==> src/rtl/mult_secuenciador_pkg.sv <==
// Shared definitions for the shift-add multiplier sequencer.
// Holds the 3-bit binary state encoding and the product-register width
// expression. The Datapath and the future mult_top import the same package,
// so they agree on both.
package mult_secuenciador_pkg;

  typedef enum logic [2:0] {
    IDLE    = 3'd0,
    LOAD    = 3'd1,
    TEST_Q0 = 3'd2,
    ADD     = 3'd3,
    SHIFT   = 3'd4,
    TEST_Z  = 3'd5,
    CAPTURE = 3'd6,
    DONE    = 3'd7
  } state_e;

  // Width of the Datapath product register: carry bit plus 2*ANCHO bits.
  function automatic int prod_w(input int ancho);
    return 2 * ancho + 1;
  endfunction

endpackage

==> src/rtl/mult_secuenciador.sv <==
// Control unit for a shift-add multiplier Datapath.
// Latches two operands on a start request, sequences the Datapath with
// Load/Add/Shift/Decrement commands based on its Q0 and counter-zero flags,
// then captures the product and reports completion with a one-cycle Done
// pulse. An iteration watchdog catches a Datapath counter that never
// reaches zero, and a leftover carry bit also flags Error.
//
// Ports:
//   clk, rst            clock (rising edge) and synchronous active-high reset
//   Start               request, sampled only in IDLE
//   A_in, B_in          operands for the request
//   Q_Cero, Zero        Datapath flags (Q0 bit, counter zero)
//   Producto            Datapath product register, carry in the top bit
//   Multiplicando/Multiplicador  latched operands, held through the operation
//   Load_regs, Shift_regs, Add_regs, Decr_P   Datapath commands (Moore)
//   Busy, Done          status (Moore); Done is a one-cycle pulse
//   Resultado           captured low 2*ANCHO product bits
//   Error               status of the last operation, valid with Done
module mult_secuenciador
  import mult_secuenciador_pkg::*;
#(
  parameter int ANCHO = 8
) (
  input  logic                       clk,
  input  logic                       rst,
  input  logic                       Start,
  input  logic [ANCHO-1:0]           A_in,
  input  logic [ANCHO-1:0]           B_in,
  input  logic                       Q_Cero,
  input  logic                       Zero,
  input  logic [prod_w(ANCHO)-1:0]   Producto,
  output logic [ANCHO-1:0]           Multiplicando,
  output logic [ANCHO-1:0]           Multiplicador,
  output logic                       Load_regs,
  output logic                       Shift_regs,
  output logic                       Add_regs,
  output logic                       Decr_P,
  output logic                       Busy,
  output logic                       Done,
  output logic [2*ANCHO-1:0]         Resultado,
  output logic                       Error
);

  // Wide enough to hold ANCHO itself so the watchdog compare never sees a wrap.
  localparam int CW = $clog2(ANCHO + 1);

  state_e             state_q, state_d;
  logic [ANCHO-1:0]   mcand_q, mcand_d;
  logic [ANCHO-1:0]   mplier_q, mplier_d;
  logic [2*ANCHO-1:0] res_q, res_d;
  logic [CW-1:0]      cnt_q, cnt_d;
  logic               err_q, err_d;

  always_ff @(posedge clk) begin
    if (rst) begin
      state_q  <= IDLE;
      mcand_q  <= '0;
      mplier_q <= '0;
      res_q    <= '0;
      cnt_q    <= '0;
      err_q    <= 1'b0;
    end else begin
      state_q  <= state_d;
      mcand_q  <= mcand_d;
      mplier_q <= mplier_d;
      res_q    <= res_d;
      cnt_q    <= cnt_d;
      err_q    <= err_d;
    end
  end

  // Next-state and register updates.
  always_comb begin
    state_d  = state_q;
    mcand_d  = mcand_q;
    mplier_d = mplier_q;
    res_d    = res_q;
    cnt_d    = cnt_q;
    err_d    = err_q;
    case (state_q)
      IDLE: begin
        if (Start) begin
          mcand_d  = A_in;
          mplier_d = B_in;
          cnt_d    = '0;
          err_d    = 1'b0;
          state_d  = LOAD;
        end
      end
      LOAD:    state_d = TEST_Q0;
      TEST_Q0: state_d = Q_Cero ? ADD : SHIFT;
      ADD:     state_d = SHIFT;
      SHIFT: begin
        cnt_d   = cnt_q + CW'(1);
        state_d = TEST_Z;
      end
      TEST_Z: begin
        if (Zero) begin
          state_d = CAPTURE;
        end else if (cnt_q == CW'(ANCHO)) begin
          // Datapath counter never reached zero: stop anyway and flag it.
          err_d   = 1'b1;
          state_d = CAPTURE;
        end else begin
          state_d = TEST_Q0;
        end
      end
      CAPTURE: begin
        res_d = Producto[2*ANCHO-1:0];
        if (Producto[2*ANCHO]) err_d = 1'b1;
        state_d = DONE;
      end
      DONE:    state_d = IDLE;
      default: state_d = IDLE;
    endcase
  end

  // Moore outputs, decoded from the state register only.
  always_comb begin
    Load_regs  = 1'b0;
    Shift_regs = 1'b0;
    Add_regs   = 1'b0;
    Decr_P     = 1'b0;
    Busy       = 1'b0;
    Done       = 1'b0;
    case (state_q)
      IDLE:    ;
      LOAD:    begin Load_regs = 1'b1; Busy = 1'b1; end
      TEST_Q0: Busy = 1'b1;
      ADD:     begin Add_regs = 1'b1; Busy = 1'b1; end
      SHIFT:   begin Shift_regs = 1'b1; Decr_P = 1'b1; Busy = 1'b1; end
      TEST_Z:  Busy = 1'b1;
      CAPTURE: Busy = 1'b1;
      DONE:    Done = 1'b1;
      default: ;
    endcase
  end

  assign Multiplicando = mcand_q;
  assign Multiplicador = mplier_q;
  assign Resultado     = res_q;
  assign Error         = err_q;

endmodule

==> config.mk <==
export PLATFORM = sky130hd
export DESIGN_NAME = mult_secuenciador
export DESIGN_NICKNAME = d
export VERILOG_FILES = /design/src/rtl/mult_secuenciador_pkg.sv /design/src/rtl/mult_secuenciador.sv
export SDC_FILE = /design/constraint.sdc
export NUM_CORES = 1
export LEC_CHECK = 0
export CAP_MARGIN = 20
export CORE_AREA = 3 3 68 70
export CTS_BUF_LIST = sky130_fd_sc_hd__clkbuf_8
export DETAILED_ROUTE_END_ITERATION = 6
export DIE_AREA = 0 0 71 73
export HOLD_SLACK_MARGIN = 0.08
export PLACE_DENSITY_LB_ADDON = 0.25
export SYNTH_ARGS = -nofsm -noshare
export SYNTH_HDL_FRONTEND = slang
export SYNTH_SLANG_ARGS = --single-unit
==> constraint.sdc <==
create_clock -name clk -period 1.6 [get_ports clk]
set_input_delay 0.16 -clock clk [delete_from_list [all_inputs] [get_ports clk]]
set_output_delay 0.16 -clock clk [all_outputs]
set_load 0.005 [all_outputs]
Yosys cells after proc, flatten, opt, wreduce, memory -nomap -nowiden

Index checks and enable logic that the tools add are counted.

Reductions and logical operators: 7
Equal/unequal tests: 12
Mux-type cells: 17
Add/sub/neg operators: 1

Operators by type and width:

| operator                                                        | number |
|---|---|
| 3-bit one-hot mux with 8 select lines                           | 1 |
| 3-bit == test, second input constant                            | 4 |
| 3-bit two-way mux                                               | 4 |
| 1-bit two-way mux                                               | 9 |
| 2-bit != test, second input constant                            | 4 |
| 4-bit one-hot mux with 2 select lines                           | 1 |
| 3-bit by 2-bit == test with 1-bit output, second input constant | 2 |
| 6-bit OR reduction                                              | 1 |
| 5-bit AND reduction                                             | 1 |
| 4-bit by 1-bit adder with 4-bit output, second input constant   | 1 |
| 4-bit == test, second input constant                            | 1 |
| 4-bit two-way mux                                               | 1 |
| 2-bit AND reduction                                             | 2 |
| 3-bit by 1-bit == test with 1-bit output, second input constant | 1 |
| 3-bit logical NOT                                               | 1 |
| 1-bit one-hot mux with 3 select lines                           | 1 |
| 3-bit nonzero test                                              | 1 |
| 2-bit nonzero test                                              | 1 |

Register bits after elaboration: 40
Input port bits: 38
Output and inout bits: 39
Word-level logic and storage cells: 43

Logic depth before layout (Yosys ltp)

Gate-level depths: netlist (run 1).

Depth in word-level cells: 4
Mapped depth: 5
Gate-level depth less buffers: 5

Least setup slack after synthesis (run 1)

Ideal clock, no wire load.

Kind: reg2reg
Start point: register state_q[1]
End point: register mplier_q[0] (netlist: Multiplicador[0])
Buffers on the path: 2
Data required time: 1.468 ns
Library setup time: 0.132 ns
Slack: 0.235 ns
Arrival time: 1.233 ns
Clock period less this slack: 1.365 ns
Stages on the path, launching flop included: 6
Path through: dfxtp_1 or4b_1 buf_2 buf_6 nand2_1 a21oi_1

Longest elaborated chain between the ends: 2

Ends and longest elaborated chain:

| element                              | RTL line                | source |
|---|---|---|
| start: declaration                   | mult_secuenciador.sv:47 | `state_e state_q, state_d;` |
| start signal: assignment             | mult_secuenciador.sv:63 | `state_q <= state_d;` |
| 3-bit logical NOT                    | mult_secuenciador.sv:80 | `case (state_q)` |
| 2-bit AND reduction (no source line) | -                       |  |
| end signal: assignment               | mult_secuenciador.sv:65 | `mplier_q <= mplier_d;` |
| end: declaration                     | mult_secuenciador.sv:49 | `logic [ANCHO-1:0] mplier_q, mplier_d;` |

Every way passes these cells.
A chain may end at the register's enable or synchronous reset.

Final worst setup path (run 1)

Start point: register state_q[0]
End point: register cnt_q[3]

Longest elaborated chain between the ends: 3
Elaborated cells on any way between the ends: 6
Classes of those cells: eq/ne (2); mux (1); reduce/logical (3)

Ends and longest elaborated chain:

| element                                                              | RTL line                | source |
|---|---|---|
| 3-bit == test or 3-bit logical NOT (tied branches)                   | mult_secuenciador.sv:80 |  |
| 2-bit nonzero test (no source line) or 2-bit != test (tied branches) | -                       |  |
| 2-bit AND reduction (no source line)                                 | -                       |  |
| end signal: assignment                                               | mult_secuenciador.sv:67 | `cnt_q <= cnt_d;` |
| end: declaration                                                     | mult_secuenciador.sv:51 | `logic [CW-1:0] cnt_q, cnt_d;` |

Several ways; a longest one is shown, not always the timed one.

==> results of run 1 <==
==> per-layer routing <==
metal / share of wire (%) / GRT usage (%)
met5: 0 / 0
met1: 48 / 20.5
met4: 1.4 / 6.26
met3: 5.2 / 3.72
met2: 46 / 26.5
==> power by group <==
part | total [uW] | internal (uW) | switching, uW
Sequential | 1150 | 1090 | 69.7
Clock | 683 | 344 | 339
Combinational | 928 | 543 | 385
==> critical path, cell delays in order, from the launching register on <==
cell and delay (ns):
dfxtp_4 0.37, buf_6 0.12, buf_6 0.12, or4b_4 0.56
buf_6 0.17, nand3_1 0.08, a31oi_1 0.08
==> cell families after synthesis <==
logic type	share of synthesized area [%]
buffers and inverters	6.44
xor gates and xnor gates	0.537
and+or+nand+nor	27.8
adders and majority gates	2.30
AOI/OAI and AO/OA	13.8
DFF	49.1
==> layout make-up <==
| type | count | area share, % |
|---|---|---|
| timing repair buffer | 95 | 34.9 |
| sequential | 40 | 29.3 |
| clock inverter | 2 | 0.409 |
| inverter | 5 | 0.772 |
| tap | 50 | 2.27 |
| multi-input combinational | 142 | 29.4 |
| clock buffer | 6 | 3.00 |
==> what timing repair did <==
action / 4_1_cts / 5_1_grt
gates resized for setup: 17 / 28
gates cloned: 0 / 1
pin swaps: 0 / 10
endpoints found under the setup margin: 6 / 20
buffers inserted: 1 / 0
==> through the flow <==
| step | std cells | TNS, ns |
|---|---|---|
| 5_1_grt | 340 | -0.205 |
| 2_1_floorplan | 201 | 0 |
| 3_5_place_dp | 330 | 0 |
| 3_3_place_gp | 330 | 0 |
| 4_1_cts | 339 | -0.664 |
| 6_report | 340 | -0.00158 |
==> state kept, by name, summed over array words and instances (netlist names) <==
name and count:
Error 1, state_q 3, Multiplicando 8, cnt_q 4
Resultado 16, Multiplicador 8
==> cells in the mapped netlist (3+ instances only) <==
master	number
a21oi_1	37
a31oi_1	3
buf_2	6
buf_6	3
clkbuf_1	4
dfxtp_1	40
ha_1	3
inv_1	5
nand2_1	68
nand3_1	6
nor3_1	3
==> worst max path at each step <==
stage,slack (ns),endpoint,cells after the start
after floorplan,0.23,Multiplicador[0],5
after global placement,0.03,cnt_q[3],5
after detailed placement,0.02,cnt_q[1],5
after CTS,-0.06,cnt_q[1],6
after global routing,-0.05,Busy,5
final,-0.002,cnt_q[3],6
==> flow_metrics.tcl, run 1 <==
set metrics [dict create \
    clk-insertion-delay-late_ns 0.29 \
    max_slew.worst_pin.slew_ns 0.254 \
    crit_path_end_kind "register" \
    finalMaxSlewViolations 0 \
    final_cell_area_mm2 0.00276 \
    overflow 0 \
    pin_count 77 \
    yosys_warnings 0 \
    hold_viol_final 0 \
    io_buffers 76 \
    final_nets 330 \
    startpoint_type "register" \
    seq_area_frac_synth_pct 49.1 \
    cts_root_buffer "clkbuf_8" \
    fmax_mhz 624 \
    cp.required_ns 1.77 \
    setup_viol 1 \
    wire_per_inst_um 12.3 \
    maxCapViolations 0 \
    outcome "finished with violations" \
    whs_ns 0.410 \
    dp_hpwl_mm 2.98 \
    grt_max_degree 41 \
    layout-drive-gt1-share_pct 19.7 \
    hp-start "B_in[3]" \
    cts_tree "yes" \
    synth_edf_count 0 \
    vdd_drop_max_uv 664 \
    avgSynthCellArea_um2 8.12 \
    ys_types 30 \
    track_usage_pct 16.1 \
    min_to "Multiplicador[3]" \
    worst-r2r-cell-count 6 \
    clkSinkCount 40 \
    synth_seq_cells 40 \
    ctsHoldBuffers 0 \
    fillerInstances 362 \
    violations "setup timing" \
    die_y_um 73 \
    die_x_um 71 \
    pre_cts_slack_ns 0.0167 \
    place.gp.congestion 0.817 \
    design.die.area_mm2 0.00518 \
    hold_depth 3 \
    multi_input_comb_area_um2 811 \
    start_util_pct 40.5 \
    antenna_cells 0 \
    r2r_setup_slack_ns -0.002 \
    synthTopCellsByArea "dfxtp_1 49%, nand2_1 16%, a21oi_1 11%" \
    numCtsBuffers 5 \
    clkTransAtPathRegs_ns 0.08 \
    fin_ws_ns -0.00158 \
    synth_async_sr_flop_share_pct 0 \
    routed_wl_mm 4.18 \
    cp.arrival_ns 1.78 \
    mostFrequentLayoutCell "clkdlybuf4s50_1" \
    rows 23 \
    ys.flop_type "dfxtp_1" \
    yosysTopAreaCell "dfxtp_1" \
    htreeDepth 2 \
    vias 1614 \
    synth_fp_nets 242 \
    drt-pass1-iter-count 4 \
    slew_headroom_pct 83.0 \
    crit_start "state_q[0]" \
    power.density_mw_per_mm2 1000 \
    worstReg2RegStart "state_q[0]" \
    final_util_pct 68.4 \
    period_share_pct 100 \
    avgViaCountPerCell 4.75 \
    timing.final.crit_period_ns 1.60 \
    clk_path_buf_depth 2 \
    ant_nets 0 \
    drt_iter0_drc 60 \
    syn_area_mm2 0.00163 \
    power_leakage_uw 0.00104 \
    first_global_vias 1447 \
    finClkSkew_ns 0.00467 \
    drcViolationCount 0 \
    hold_path.class "in2reg" \
    yosys.area.top_type_share_pct 49.1 \
    core_area_mm2 0.00403 \
    path_class "reg2reg" \
    area_growth_pct 68.9 \
    antenna_found_initial 0 \
    power_uw 2770 \
    timing.rr.end "cnt_q[3]" \
    postPlaceCellArea_mm2 0.00252 \
    grt_first_pass_wirelength_mm 6.61 \
    cp_max_fo 8 \
    layout_common_cells "70 x clkdlybuf4s50_1, 56 x nand2_1, 37 x dfxtp_1" \
    rsz0062_at_grt "yes" \
    seq_area_um2 807 \
    netlist_instances 201 \
]
(Power assumes the default switching activity.)
==> inputs of run 2 (changes only) <==
--- a/config.mk
+++ b/config.mk
@@ -5,7 +5,6 @@
 export SDC_FILE = /design/constraint.sdc
 export NUM_CORES = 1
 export LEC_CHECK = 0
-export CAP_MARGIN = 20
 export CORE_AREA = 3 3 68 70
 export CTS_BUF_LIST = sky130_fd_sc_hd__clkbuf_8
 export DETAILED_ROUTE_END_ITERATION = 6
==> results of run 2 <==
Final layout, timing and power as in run 1 (identical DEF).
==> inputs of run 3 (changes only) <==
--- a/config.mk
+++ b/config.mk
@@ -5,12 +5,12 @@
 export SDC_FILE = /design/constraint.sdc
 export NUM_CORES = 1
 export LEC_CHECK = 0
-export CORE_AREA = 3 3 68 70
+export CORE_AREA = 5 5 70 72
 export CTS_BUF_LIST = sky130_fd_sc_hd__clkbuf_8
 export DETAILED_ROUTE_END_ITERATION = 6
-export DIE_AREA = 0 0 71 73
+export DIE_AREA = 0 0 75 77
 export HOLD_SLACK_MARGIN = 0.08
-export PLACE_DENSITY_LB_ADDON = 0.25
+export PLACE_DENSITY = 0.75
 export SYNTH_ARGS = -nofsm -noshare
 export SYNTH_HDL_FRONTEND = slang
 export SYNTH_SLANG_ARGS = --single-unit
==> run 3 against run 2 <==
The flow still finishes with violations (setup timing). Core utilization down 1.8 points. Critical path depth unchanged. Sequential power about the same. Worst hold slack better by 0.0058 ns. Die area up 11%. Register-to-register slack about the same. Flip-flop and latch count unchanged. Largest cell class unchanged. Highest routed layer unchanged.
==> flow_metrics.tcl, run 3 (synthesis gave the netlist of run 1 again) <==
set metrics [dict create \
    violations "setup timing" \
    power_uw 2950 \
    r2r_setup_slack_ns -0.008 \
    cp.arrival_ns 1.77 \
    hold_viol_final 0 \
    startpoint_type "register" \
    clk_path_buf_depth 2 \
    wire_per_inst_um 13.6 \
    slew_headroom_pct 71.5 \
    clk-insertion-delay-late_ns 0.29 \
    finalMaxSlewViolations 0 \
    drt_iter0_drc 107 \
    cp.required_ns 1.76 \
    largest_register_ff_count 16 \
    antenna_cells 0 \
    overflow 0 \
    start_util_pct 38.5 \
    rsz0062_at_grt "yes" \
    track_usage_pct 15.2 \
    power_leakage_uw 0.00111 \
    io_buffers 76 \
    htreeDepth 2 \
    seq_area_um2 810 \
    maxCapViolations 0 \
    die_y_um 77 \
    worst-r2r-cell-count 6 \
    grt_first_pass_wirelength_mm 6.96 \
    power.density_mw_per_mm2 1040 \
    crit_start "state_q[2]" \
    design.die.area_mm2 0.00578 \
    ant_nets 0 \
    drcViolationCount 0 \
    final_util_pct 66.6 \
    layout_common_cells "70 x clkdlybuf4s50_1, 62 x nand2_1, 37 x dfxtp_1, 37 x a21oi_1, 16 x buf_4" \
    avgViaCountPerCell 4.76 \
    core_area_mm2 0.00423 \
    max_slew.worst_pin.slew_ns 0.428 \
    cts_tree "yes" \
    pin_count 77 \
    drt-pass1-iter-count 4 \
    crit_path_end_kind "register" \
    ctsHoldBuffers 0 \
    cp_max_fo 9 \
    path_class "reg2reg" \
    place.gp.congestion 0.703 \
    hold_depth 3 \
    dp_hpwl_mm 3.09 \
    crit_end "Multiplicador[3]" \
    first_global_vias 1511 \
    die_x_um 75 \
    multi_input_comb_area_um2 796 \
    outcome "finished with violations" \
    final_nets 335 \
    setup_viol 2 \
    fin_ws_ns -0.00795 \
    hold_path.class "in2reg" \
    cts_root_buffer "clkbuf_8" \
    numCtsBuffers 5 \
    mostFrequentLayoutCell "clkdlybuf4s50_1" \
    fillerInstances 365 \
    clkTransAtPathRegs_ns 0.08 \
    period_share_pct 100 \
    timing.final.crit_period_ns 1.61 \
    vdd_drop_max_uv 533 \
    clkSinkCount 40 \
    antenna_found_initial 0 \
    area_growth_pct 72.9 \
    routed_wl_mm 4.73 \
    grt_max_degree 41 \
    timing.rr.end "Multiplicador[3]" \
    finClkSkew_ns 0.00546 \
    vias 1653 \
    rows 24 \
    layout-drive-gt1-share_pct 18.3 \
    whs_ns 0.416 \
    fmax_mhz 622 \
    worstReg2RegStart "state_q[2]" \
]
run 3: layout make-up:
| cell class | instances | area share (%) |
|---|---|---|
| Multi-Input combinational cell | 142 | 28.2 |
| Timing Repair Buffer | 100 | 36.2 |
| Tap cell | 52 | 2.31 |
| Clock inverter | 3 | 1.38 |
| Clock buffer | 5 | 2.44 |
| Inverter | 5 | 0.754 |
| Sequential cell | 40 | 28.7 |
run 3: worst min-delay path by stage:
stage,startpoint,to,slack [ns]
after global placement,Multiplicando[7],Multiplicando[7],0.44
after CTS,Producto[12],Resultado[12],0.41
final,B_in[7],Multiplicador[7],0.42
after detailed placement,Resultado[7],Resultado[7],0.45
after floorplan,B_in[0],Multiplicador[0],0.30
after global routing,Producto[4],Resultado[4],0.41
run 3: per-layer routing:
metal / up-vias / track usage [%] / part of all wire (%)
li1: 854 / - / -
met1: 747 / 18.6 / 43
met2: 50 / 24.7 / 49
met3: 2 / 5.36 / 8.0
met4: 0 / 4.09 / 0.36
met5: - / 0 / 0
run 3: repair_timing:
| action | 4_1_cts | 5_1_grt |
|---|---|---|
| cloned | 0 | 2 |
| setup endpoints to repair | 6 | 22 |
| setup buffers | 4 | 5 |
| pin swaps | 1 | 6 |
| gates resized for setup | 13 | 28 |
run 3: where the power goes:
group	internal, uW	switching (uW)
Sequential	1090	59.8
Clock	457	340
Combinational	590	413
run 3: worst max-delay path, cell delays in order (launching register included):
cell	delay [ns]
dfxtp_2	0.32
buf_6	0.12
buf_8	0.12
or4b_4	0.60
clkbuf_16	0.19
nand2_1	0.07
a21oi_1	0.06
run 3: stage by stage:
stage / instances / instance area, um2 / TNS, ns / setup slack (ns)
6_report: 347 / 2820 / -0.0120 / -0.00795
5_1_grt: 347 / 2820 / -0.690 / -0.0606
4_1_cts: 340 / 2630 / -0.117 / -0.117
3_5_place_dp: 328 / 2480 / -0.0212 / -0.0167
3_3_place_gp: 328 / 2480 / -0.000394 / -0.000394
2_1_floorplan: 201 / 1630 / 0 / 0.235
